File: src/rtl/perf_stat_monitor_if.sv
// Registered counter read port between a host (master) and perf_stat_monitor (slave).
interface perf_stat_monitor_if #(
  parameter int AW    = 6,
  parameter int CNT_W = 32
);
  logic             rd_req;
  logic [AW-1:0]    rd_addr;
  logic             rd_valid;
  logic [CNT_W-1:0] rd_data;
  logic             rd_err;

  modport master (output rd_req, rd_addr, input rd_valid, rd_data, rd_err);
  modport slave  (input rd_req, rd_addr, output rd_valid, rd_data, rd_err);
endinterface

File: src/rtl/perf_stat_monitor.sv
// Saturating occupancy counters for pool processors, issuer state and command-source mix,
// frozen at end-of-workload and read back through a one-cycle registered port.
module perf_stat_monitor #(
  parameter int PROC_COUNT   = 4,
  parameter int PROC_STATES  = 9,
  parameter int PROC_STATE_W = 4,
  parameter int ISS_STATES   = 12,
  parameter int ISS_STATE_W  = 4,
  parameter int CNT_W        = 32
) (
  input  logic                             i_clk,
  input  logic                             i_rstn,
  input  logic                             i_enable,
  input  logic                             i_clear,
  input  logic [PROC_COUNT*PROC_STATE_W-1:0] i_proc_states,
  input  logic [ISS_STATE_W-1:0]           i_iss_state,
  input  logic                             i_cmd_get,
  input  logic                             i_cmd_source,
  input  logic                             i_done,
  perf_stat_monitor_if.slave               rd,
  output logic [1:0]                       o_state,
  output logic                             o_overflow,
  output logic                             o_bad_state
);

  localparam int NCNT     = 1 + PROC_COUNT*PROC_STATES + ISS_STATES + 2;
  localparam int AW       = $clog2(NCNT);
  localparam int ISS_BASE = 1 + PROC_COUNT*PROC_STATES;

  localparam logic [1:0] ST_IDLE   = 2'd0;
  localparam logic [1:0] ST_COUNT  = 2'd1;
  localparam logic [1:0] ST_FROZEN = 2'd2;

  logic [1:0]       state;
  logic [CNT_W-1:0] cnt [NCNT];
  logic [NCNT-1:0]  inc;
  logic             counting;
  logic             hit;
  logic             bad_hit;
  logic             sat_any;

  logic             rd_valid_q;
  logic [CNT_W-1:0] rd_data_q;
  logic             rd_err_q;
  logic             addr_ok;

  // The i_done cycle itself is excluded, and clear always wins.
  assign counting = (state == ST_COUNT) && !i_done && !i_clear;

  always_comb begin
    // NOTE: every variable gets a default first so no path leaves it unassigned (no latch).
    inc     = '0;
    hit     = 1'b0;
    bad_hit = 1'b0;
    if (counting) begin
      inc[0] = 1'b1;
      for (int p = 0; p < PROC_COUNT; p++) begin
        hit = 1'b0;
        for (int s = 0; s < PROC_STATES; s++) begin
          if (i_proc_states[p*PROC_STATE_W +: PROC_STATE_W] == PROC_STATE_W'(s)) begin
            inc[1 + p*PROC_STATES + s] = 1'b1;
            hit = 1'b1;
          end
        end
        if (!hit) bad_hit = 1'b1;
      end
      hit = 1'b0;
      for (int k = 0; k < ISS_STATES; k++) begin
        if (i_iss_state == ISS_STATE_W'(k)) begin
          inc[ISS_BASE + k] = 1'b1;
          hit = 1'b1;
        end
      end
      if (!hit) bad_hit = 1'b1;
      if (i_cmd_get) begin
        if (i_cmd_source) inc[NCNT-1] = 1'b1;
        else              inc[NCNT-2] = 1'b1;
      end
    end
  end

  always_comb begin
    sat_any = 1'b0;
    for (int i = 0; i < NCNT; i++) begin
      if (inc[i] && (cnt[i] == '1)) sat_any = 1'b1;
    end
  end

  always_ff @(posedge i_clk or negedge i_rstn) begin
    if (!i_rstn) begin
      state <= ST_IDLE;
    end else if (i_clear) begin
      state <= ST_IDLE;
    end else begin
      case (state)
        ST_IDLE:  if (i_enable) state <= ST_COUNT;
        ST_COUNT: if (i_done)   state <= ST_FROZEN;
        default:  state <= state;
      endcase
    end
  end

  // NOTE: the counter array is flop-based and must read 0 right after reset, so it is reset
  // like any other register rather than treated as an uninitialised RAM.
  always_ff @(posedge i_clk or negedge i_rstn) begin
    if (!i_rstn) begin
      for (int i = 0; i < NCNT; i++) cnt[i] <= '0;
      o_overflow  <= 1'b0;
      o_bad_state <= 1'b0;
    end else if (i_clear) begin
      for (int i = 0; i < NCNT; i++) cnt[i] <= '0;
      o_overflow  <= 1'b0;
      o_bad_state <= 1'b0;
    end else begin
      for (int i = 0; i < NCNT; i++) begin
        if (inc[i] && (cnt[i] != '1)) cnt[i] <= cnt[i] + 1'b1;
      end
      if (sat_any) o_overflow  <= 1'b1;
      if (bad_hit) o_bad_state <= 1'b1;
    end
  end

  // Widened compare keeps the range check correct even when NCNT is a power of two.
  assign addr_ok = ({1'b0, rd.rd_addr} < (AW+1)'(NCNT));

  // Read port ignores i_clear so a coincident read returns the pre-clear value.
  always_ff @(posedge i_clk or negedge i_rstn) begin
    if (!i_rstn) begin
      rd_valid_q <= 1'b0;
      rd_data_q  <= '0;
      rd_err_q   <= 1'b0;
    end else if (rd.rd_req) begin
      rd_valid_q <= 1'b1;
      rd_err_q   <= !addr_ok;
      rd_data_q  <= addr_ok ? cnt[rd.rd_addr] : '0;
    end else begin
      rd_valid_q <= 1'b0;
      rd_err_q   <= 1'b0;
    end
  end

  assign rd.rd_valid = rd_valid_q;
  assign rd.rd_data  = rd_data_q;
  assign rd.rd_err   = rd_err_q;
  assign o_state     = state;

endmodule

File: src/flat_wrapper.sv
// flat-port wrapper written by rule: the top's interface ports become plain ports
module perf_stat_monitor_flat 
#(
  parameter int PROC_COUNT   = 4,
  parameter int PROC_STATES  = 9,
  parameter int PROC_STATE_W = 4,
  parameter int ISS_STATES   = 12,
  parameter int ISS_STATE_W  = 4,
  parameter int CNT_W        = 32
)
  (i_clk, i_rstn, i_enable, i_clear, i_proc_states, i_iss_state, i_cmd_get, i_cmd_source, i_done, o_state, o_overflow, o_bad_state, rd_rd_req, rd_rd_addr, rd_rd_valid, rd_rd_data, rd_rd_err);
  perf_stat_monitor_if #(.AW(6), .CNT_W(CNT_W)) rd_i ();
  input  logic i_clk;
  input  logic i_rstn;
  input  logic i_enable;
  input  logic i_clear;
  input  logic [PROC_COUNT*PROC_STATE_W-1:0] i_proc_states;
  input  logic [ISS_STATE_W-1:0] i_iss_state;
  input  logic i_cmd_get;
  input  logic i_cmd_source;
  input  logic i_done;
  output logic [1:0] o_state;
  output logic o_overflow;
  output logic o_bad_state;
  input wire logic [$bits(rd_i.rd_req)-1:0] rd_rd_req;
  input wire logic [$bits(rd_i.rd_addr)-1:0] rd_rd_addr;
  output wire logic [$bits(rd_i.rd_valid)-1:0] rd_rd_valid;
  output wire logic [$bits(rd_i.rd_data)-1:0] rd_rd_data;
  output wire logic [$bits(rd_i.rd_err)-1:0] rd_rd_err;
  assign rd_i.rd_req = rd_rd_req;
  assign rd_i.rd_addr = rd_rd_addr;
  assign rd_rd_valid = rd_i.rd_valid;
  assign rd_rd_data = rd_i.rd_data;
  assign rd_rd_err = rd_i.rd_err;
  perf_stat_monitor #(.PROC_COUNT(PROC_COUNT), .PROC_STATES(PROC_STATES), .PROC_STATE_W(PROC_STATE_W), .ISS_STATES(ISS_STATES), .ISS_STATE_W(ISS_STATE_W), .CNT_W(CNT_W)) u_core (.i_clk(i_clk), .i_rstn(i_rstn), .i_enable(i_enable), .i_clear(i_clear), .i_proc_states(i_proc_states), .i_iss_state(i_iss_state), .i_cmd_get(i_cmd_get), .i_cmd_source(i_cmd_source), .i_done(i_done), .rd(rd_i), .o_state(o_state), .o_overflow(o_overflow), .o_bad_state(o_bad_state));
endmodule
File: config.mk
export PLATFORM = sky130hd
export DESIGN_NAME = perf_stat_monitor_flat
export DESIGN_NICKNAME = d
export VERILOG_FILES = /design/src/rtl/perf_stat_monitor_if.sv /design/src/rtl/perf_stat_monitor.sv /design/src/flat_wrapper.sv
export SDC_FILE = /design/constraint.sdc
export NUM_CORES = 2
export LEC_CHECK = 0
export CAP_MARGIN = 10
export CORE_ASPECT_RATIO = 1.5
export CORE_UTILIZATION = 58
export CTS_CLUSTER_SIZE = 10
export DETAILED_ROUTE_END_ITERATION = 6
export HOLD_SLACK_MARGIN = 0.12
export PLACE_DENSITY = 0.77
export SETUP_SLACK_MARGIN = 0.15
export SYNTH_ARGS = -nofsm -noshare
export SYNTH_HDL_FRONTEND = slang
export SYNTH_SLANG_ARGS = --single-unit
File: constraint.sdc
create_clock -name i_clk -period 2.7 [get_ports i_clk]
set_input_delay 0.54 -clock i_clk [delete_from_list [all_inputs] [get_ports i_clk]]
set_output_delay 0.54 -clock i_clk [all_outputs]
set_load 0.01 [all_outputs]
* After elaboration in Yosys (flattened, before gate mapping) *
Index checks and enable logic that the tools add are counted.

cells by class
  $add $sub $neg = 51
  order comparisons = 2
  eq/ne operators = 148
  multiplexer cells = 223
  bitwise gates (word level) = 1
  reduce and logical (&&, ||, !) cells = 168

operators with widths
  operator                                            number
  2-to-1 mux 32 bit                                   54
  adder 32 x 1 -> 32 bit (second input constant)      51
  == test 32 bit (second input constant)              51
  2-to-1 mux 1632 bit                                 1
  != test 32 bit (second input constant)              51
  binary-select mux 32 bit (select 6 bit)             1
  2-to-1 mux 1 bit                                    161
  nonzero test 2 bit                                  53
  logical AND 1 bit                                   104
  == test 4 x 3 -> 1 bit (second input constant)      20
  2-to-1 mux 51 bit                                   1
  == test 4 x 2 -> 1 bit (second input constant)      10
  == test 4 bit (second input constant)               8
  == test 4 x 1 -> 1 bit (second input constant)      5
  zero test 4 bit                                     5
  2-to-1 mux 2 bit                                    4
  >= comparator 7 bit (second input constant)         1
  inverter 6 -> 7 bit                                 1
  less-than comparator 6 bit (second input constant)  1
  != test 3 bit (second input constant)               2
  case mux 2 bit (2 select lines)                     1
  zero test 1 bit                                     3
  AND reduction 3 bit                                 1
  nonzero test 3 bit                                  1
  2 further kinds                                     2

storage, ports and cells
  register bits = 1,670
  output and inout bits = 38

* Longest topological paths before layout *
  depth after elaboration = 58
  mapped depth = 12
  depth with buffers taken out = 9

* Least setup slack after synthesis *
Ideal clock, no wire load.

  path type = input -> register
  start = input rd_rd_addr[0]
  end = register u_core.rd_data_q[0], in the netlist u_core.rd.rd_data[0]
  library setup time = 125 ps
  arrival time = 3,000 ps
  slack = -425 ps
  stages on the path = 10
  path through = clkbuf_1 clkbuf_1 buf_1 mux4_2 mux4_2 inv_1 o22ai_1 nand2_1 o21ai_0 mux2_2

on the way
  word-level cells in the longest chain between the ends = 5
  elaborated cells between the ends (all ways) = 6
  those cells by class = order compare: 1; mux: 4; bitwise: 1

RTL lines
  item                                                   RTL line                  RTL
  from (decl)                                            flat_wrapper.sv:26        input wire logic [$bits(rd_i.rd_addr)-1:0] rd_rd_addr;
  inverter 6 -> 7 bit (not written as such)              perf_stat_monitor.sv:135  rd_data_q <= addr_ok ? cnt[rd.rd_addr] : '0;
  binary-select mux 32 bit (select 6 bit)                perf_stat_monitor.sv:135
  2-to-1 mux 32 bit (not written as such) (2 in series)  perf_stat_monitor.sv:135
  2-to-1 mux 32 bit *                                    perf_stat_monitor.sv:135
  to (signal assigned)                                   perf_stat_monitor.sv:135
  to (decl)                                              perf_stat_monitor.sv:43   logic [CNT_W-1:0] rd_data_q;

Mark *: on every way between the ends. The rest lies on a longest branch, timed or not. The select of a mux whose other input is x is not followed.
A chain may end at the register's enable or synchronous reset.

* Final worst setup path *
  start = register u_core.state[1], in the netlist u_core.o_state[1]
  end = register u_core.cnt[463] (netlist name)

on the way
  word-level cells in the longest chain between the ends = 6

RTL lines
  item                                 RTL line                  RTL
  from (decl)                          perf_stat_monitor.sv:34   logic [1:0] state;
  from (signal assigned)               perf_stat_monitor.sv:98   default: state <= state;
  == test 2 x 1 -> 1 bit               perf_stat_monitor.sv:48   assign counting = (state == ST_COUNT) && !i_done && !i_clear;
  logical AND 1 bit (2 in series)      perf_stat_monitor.sv:48
  2-to-1 mux 51 bit                    perf_stat_monitor.sv:55   if (counting) begin
  logical AND 1 bit                    perf_stat_monitor.sv:116  if (inc[i] && (cnt[i] != '1)) cnt[i] <= cnt[i] + 1'b1;
  nonzero test 2 bit (no source line)  n/a
  to (decl)                            perf_stat_monitor.sv:35   logic [CNT_W-1:0] cnt [NCNT];

Every way passes these cells.

==> qor.yml <==
cp_slowest_stage_delay_ps: 400
cts_sinks: 1670
dpl.cell_count: 12831
nets: 11099
syn2layout_area_growth_pct: 24.5
start_util: 0.586
crit-reg2reg-launch: "u_core.o_state[1]$_DFFE_PN0P_"
crit_path_end: "u_core.cnt[463]$_DFFE_PN0P_"
irDropWorstVdd_uv: 767
drc: 2
synthTopCellsByArea: "dfrtp_1 43%, mux4_2 11%, xor2_1 7.3%"
fillCellCount: 11362
cp.arrival_ps: 3720
synth-seq-cells: 1670
p_total_mw: 50.5
vias: 86733
cts_root_buf: "clkbuf_16"
min_period_over_period: 1.13
path_delay_family: "buffers and inverters"
ys_warn_count: 0
yosysMostFrequentCell: "nor2_1"
rows: 182
register_area_um2: 41800
violations: "design-rule violations, negative setup slack"
antenna_found_initial: 44
die_area_um2: 168000
crit_top_cell: "buf_6"
track_usage: 0.413
tightest_slew_ps: 1150
crit_chain: "buf_4 -> nor4b_4 -> buf_6 -> buf_4 -> buf_6 -> nand3_4 -> buf_6 -> a31oi_4 -> and4b_2 -> buf_4 -> buf_6 -> nand4_1 -> xor2_1 -> nor2_1"
final_antenna_net_count: 0
tritoncts: "done"
core_um2: 164000
path_buf_inv: 7
rr_endpoint: "u_core.cnt[463]$_DFFE_PN0P_"
rr_worst_depth: 14
clock.fmax_ghz: 0.328
ys.flop_type: "dfrtp_1"
netlist_instances: 9881
hp-class: "primary input to async pin"
cp_num_cells: 14
die_w_um: 335
powerDensity_nw_per_um2: 421
synth-edff-count: 0
reg2reg_slack_ps: -340
grt_overflow_total: 0
setup_viol: 775
viasPerCell: 6.54
numCtsBuffers: 186
setup_ws_ps: -345
grt_pass1_vias: 84487
clk_pin_slew_ps: 60
cts.htree.levels: 4
syn-num-nets: 9966
finalWeightedCongestion: 1.11
timing_worst_setup_path_type: "register to register"
synth_seq_area_share: 0.434
maxCapViolCount: 0
drtPass1Iterations: 7
slowest_stage: "dfrtp_1"
crit_start: "u_core.o_state[1]$_DFFE_PN0P_"
slew_headroom: 0.230
synth.top_cells.by_count: "1693 x nor2_1, 1670 x dfrtp_1, 825 x nand2_1"
clockBufferDepth: 3
io_buffers: 71
avgSynthCellArea_um2: 9.75
grt_start_max_net_pins: 220
crit_path_end_kind: "register"
place_hpwl_um: 258000
synth_top_area_share: 0.434
syn_area_um2: 96300
crit_required_ps: 3380
finalClockSkew_ps: 37.2
fp.dieH_um: 501
io_pins: 72
synth_top_area_cell: "dfrtp_1"
initialDrtViolationCount: 9116
drive_gt1_frac: 0.258
synthArstFlopShare: 1.00
hold_viol: 0
drt_wl_total_um: 354000
worstSkewPairLatency_ps: 870
cellLeakagePower_nw: 49.5
drv_slew: 0
multi_input_area_um2: 57300
rsz0062_at_grt: "yes"
status: "finished, violations left"
critPathMaxFanout: 8
synthDistinctLibCells: 95
wl_per_cell_um: 26.7
worstSetupStartpointType: "register"
finalNonFillerCells: 13264
grt_first_pass_wirelength_um: 518000
fin_crit_ps: 3040
[cell usage in the layout, fill, tap and decap left out, drive strengths merged, types with 9 or more instances in the layout]
cell type / n
ha: 51
mux2: 40
clkbuf: 206
a31oi: 18
buf: 1294
nand3b: 11
nand4b: 9
or3: 322
nor2b: 23
nor3: 224
inv: 207
o21ai: 368
nand2: 826
or2: 34
dfrtp: 1670
mux4: 480
a41oi: 13
or4: 29
clkdlybuf4s50: 62
nor4: 117
o22ai: 35
a21oi: 341
nand3: 558
and2: 79
and3: 230
xor2: 801
nand4: 484
and4: 120
nand2b: 26
diode: 17
xnor2: 475
nor4b: 10
nor2: 1694
mux2i: 86
o211ai: 13
[worst register-to-register path, cell delays in order (launching register included)]
cell,delay (ps)
dfrtp_1,400
buf_4,150
nor4b_4,320
buf_6,270
buf_4,150
buf_6,90
nand3_4,90
buf_6,150
a31oi_4,200
and4b_2,360
buf_4,150
buf_6,110
nand4_1,120
xor2_1,220
nor2_1,70
[logic make-up (layout without fill, tap and decap cells)]
| logic type | Yosys count | count (layout) | share of synthesized area |
|---|---|---|---|
| AOI/OAI and AO/OA | 848 | 848 | 0.0494 |
| xor gates and xnor gates | 1276 | 1276 | 0.116 |
| adders and majority gates | 51 | 51 | 0.00663 |
| buffers and inverters | 623 | 1773 | 0.0247 |
| DFF | 1670 | 1670 | 0.434 |
| muxes | 606 | 606 | 0.126 |
| other | 0 | 17 | 0 |
| and+or+nand+nor | 4807 | 4815 | 0.243 |
[report_power, final]
part | switching, mW | internal [mW] | leakage [nW]
sequential | 0.0118 | 25.0 | 23.3
combinational | 1.78 | 0.879 | 23.7
clock | 10.2 | 12.5 | 2.43
[sequential cells by signal, indices dropped and copies added, names as in the netlist]
name and count:
u_core.rd.rd_err 1, u_core.o_state 2, u_core.cnt 1632, u_core.rd.rd_valid 1
u_core.o_bad_state 1, u_core.o_overflow 1, u_core.rd.rd_data 32
[cell type report]
cell class                      instances  share of cell area
Sequential cell                      1670               0.349
Tap cell                             2208              0.0230
Inverter                              201             0.00634
Timing Repair Buffer                 1359               0.102
Antenna cell                           17            0.000355
Clock inverter                          8            0.000731
Clock buffer                          205              0.0407
Multi-Input combinational cell       7596               0.478
[metrics by stage]
stage | setup WS [ps] | TNS, ps | cell area (µm²) | utilization | hold slack [ps]
after floorplan | -299 | -26720 | 97700 | - | 244
after global placement | -1190 | -1041430 | 108000 | 0.658 | 433
after detailed placement | -1230 | -1116940 | 108000 | 0.658 | 427
after CTS | -274 | -38680 | 115000 | 0.699 | 196
after global routing | -379 | -134460 | 120000 | 0.729 | 219
final | -345 | -79500 | 120000 | 0.729 | 212
[per-layer routing]
| layer | global-route usage | share of wire | up-vias |
|---|---|---|---|
| met2 | 0.656 | 0.47 | 4542 |
| met4 | 0.403 | 0.12 | 50 |
| li1 | - | - | 37299 |
| met3 | 0.0982 | 0.083 | 1589 |
| met5 | 0 | 0.00082 | - |
| met1 | 0.448 | 0.33 | 43253 |
[worst min-delay path by stage]
stage	from	endpoint	cells past startpoint
after floorplan	i_rstn	u_core.cnt[0]$_DFFE_PN0P_	0
after global placement	i_rstn	u_core.cnt[1580]$_DFFE_PN0P_	1
after detailed placement	i_rstn	u_core.cnt[1579]$_DFFE_PN0P_	1
after CTS	i_rstn	u_core.cnt[1544]$_DFFE_PN0P_	2
after global routing	i_rstn	u_core.cnt[1544]$_DFFE_PN0P_	2
final	i_rstn	u_core.cnt[1579]$_DFFE_PN0P_	2
[timing repair]
item / CTS / global route
pin swaps: 94 / 316
hold buffers: 2 / 0
resized for setup: 254 / 870
endpoints found under the hold margin: 697 / 0
setup buffers: 54 / 130
endpoints found under the setup margin: 1265 / 1427
cloned: 4 / 13
Power figures use the tool's default switching activity.
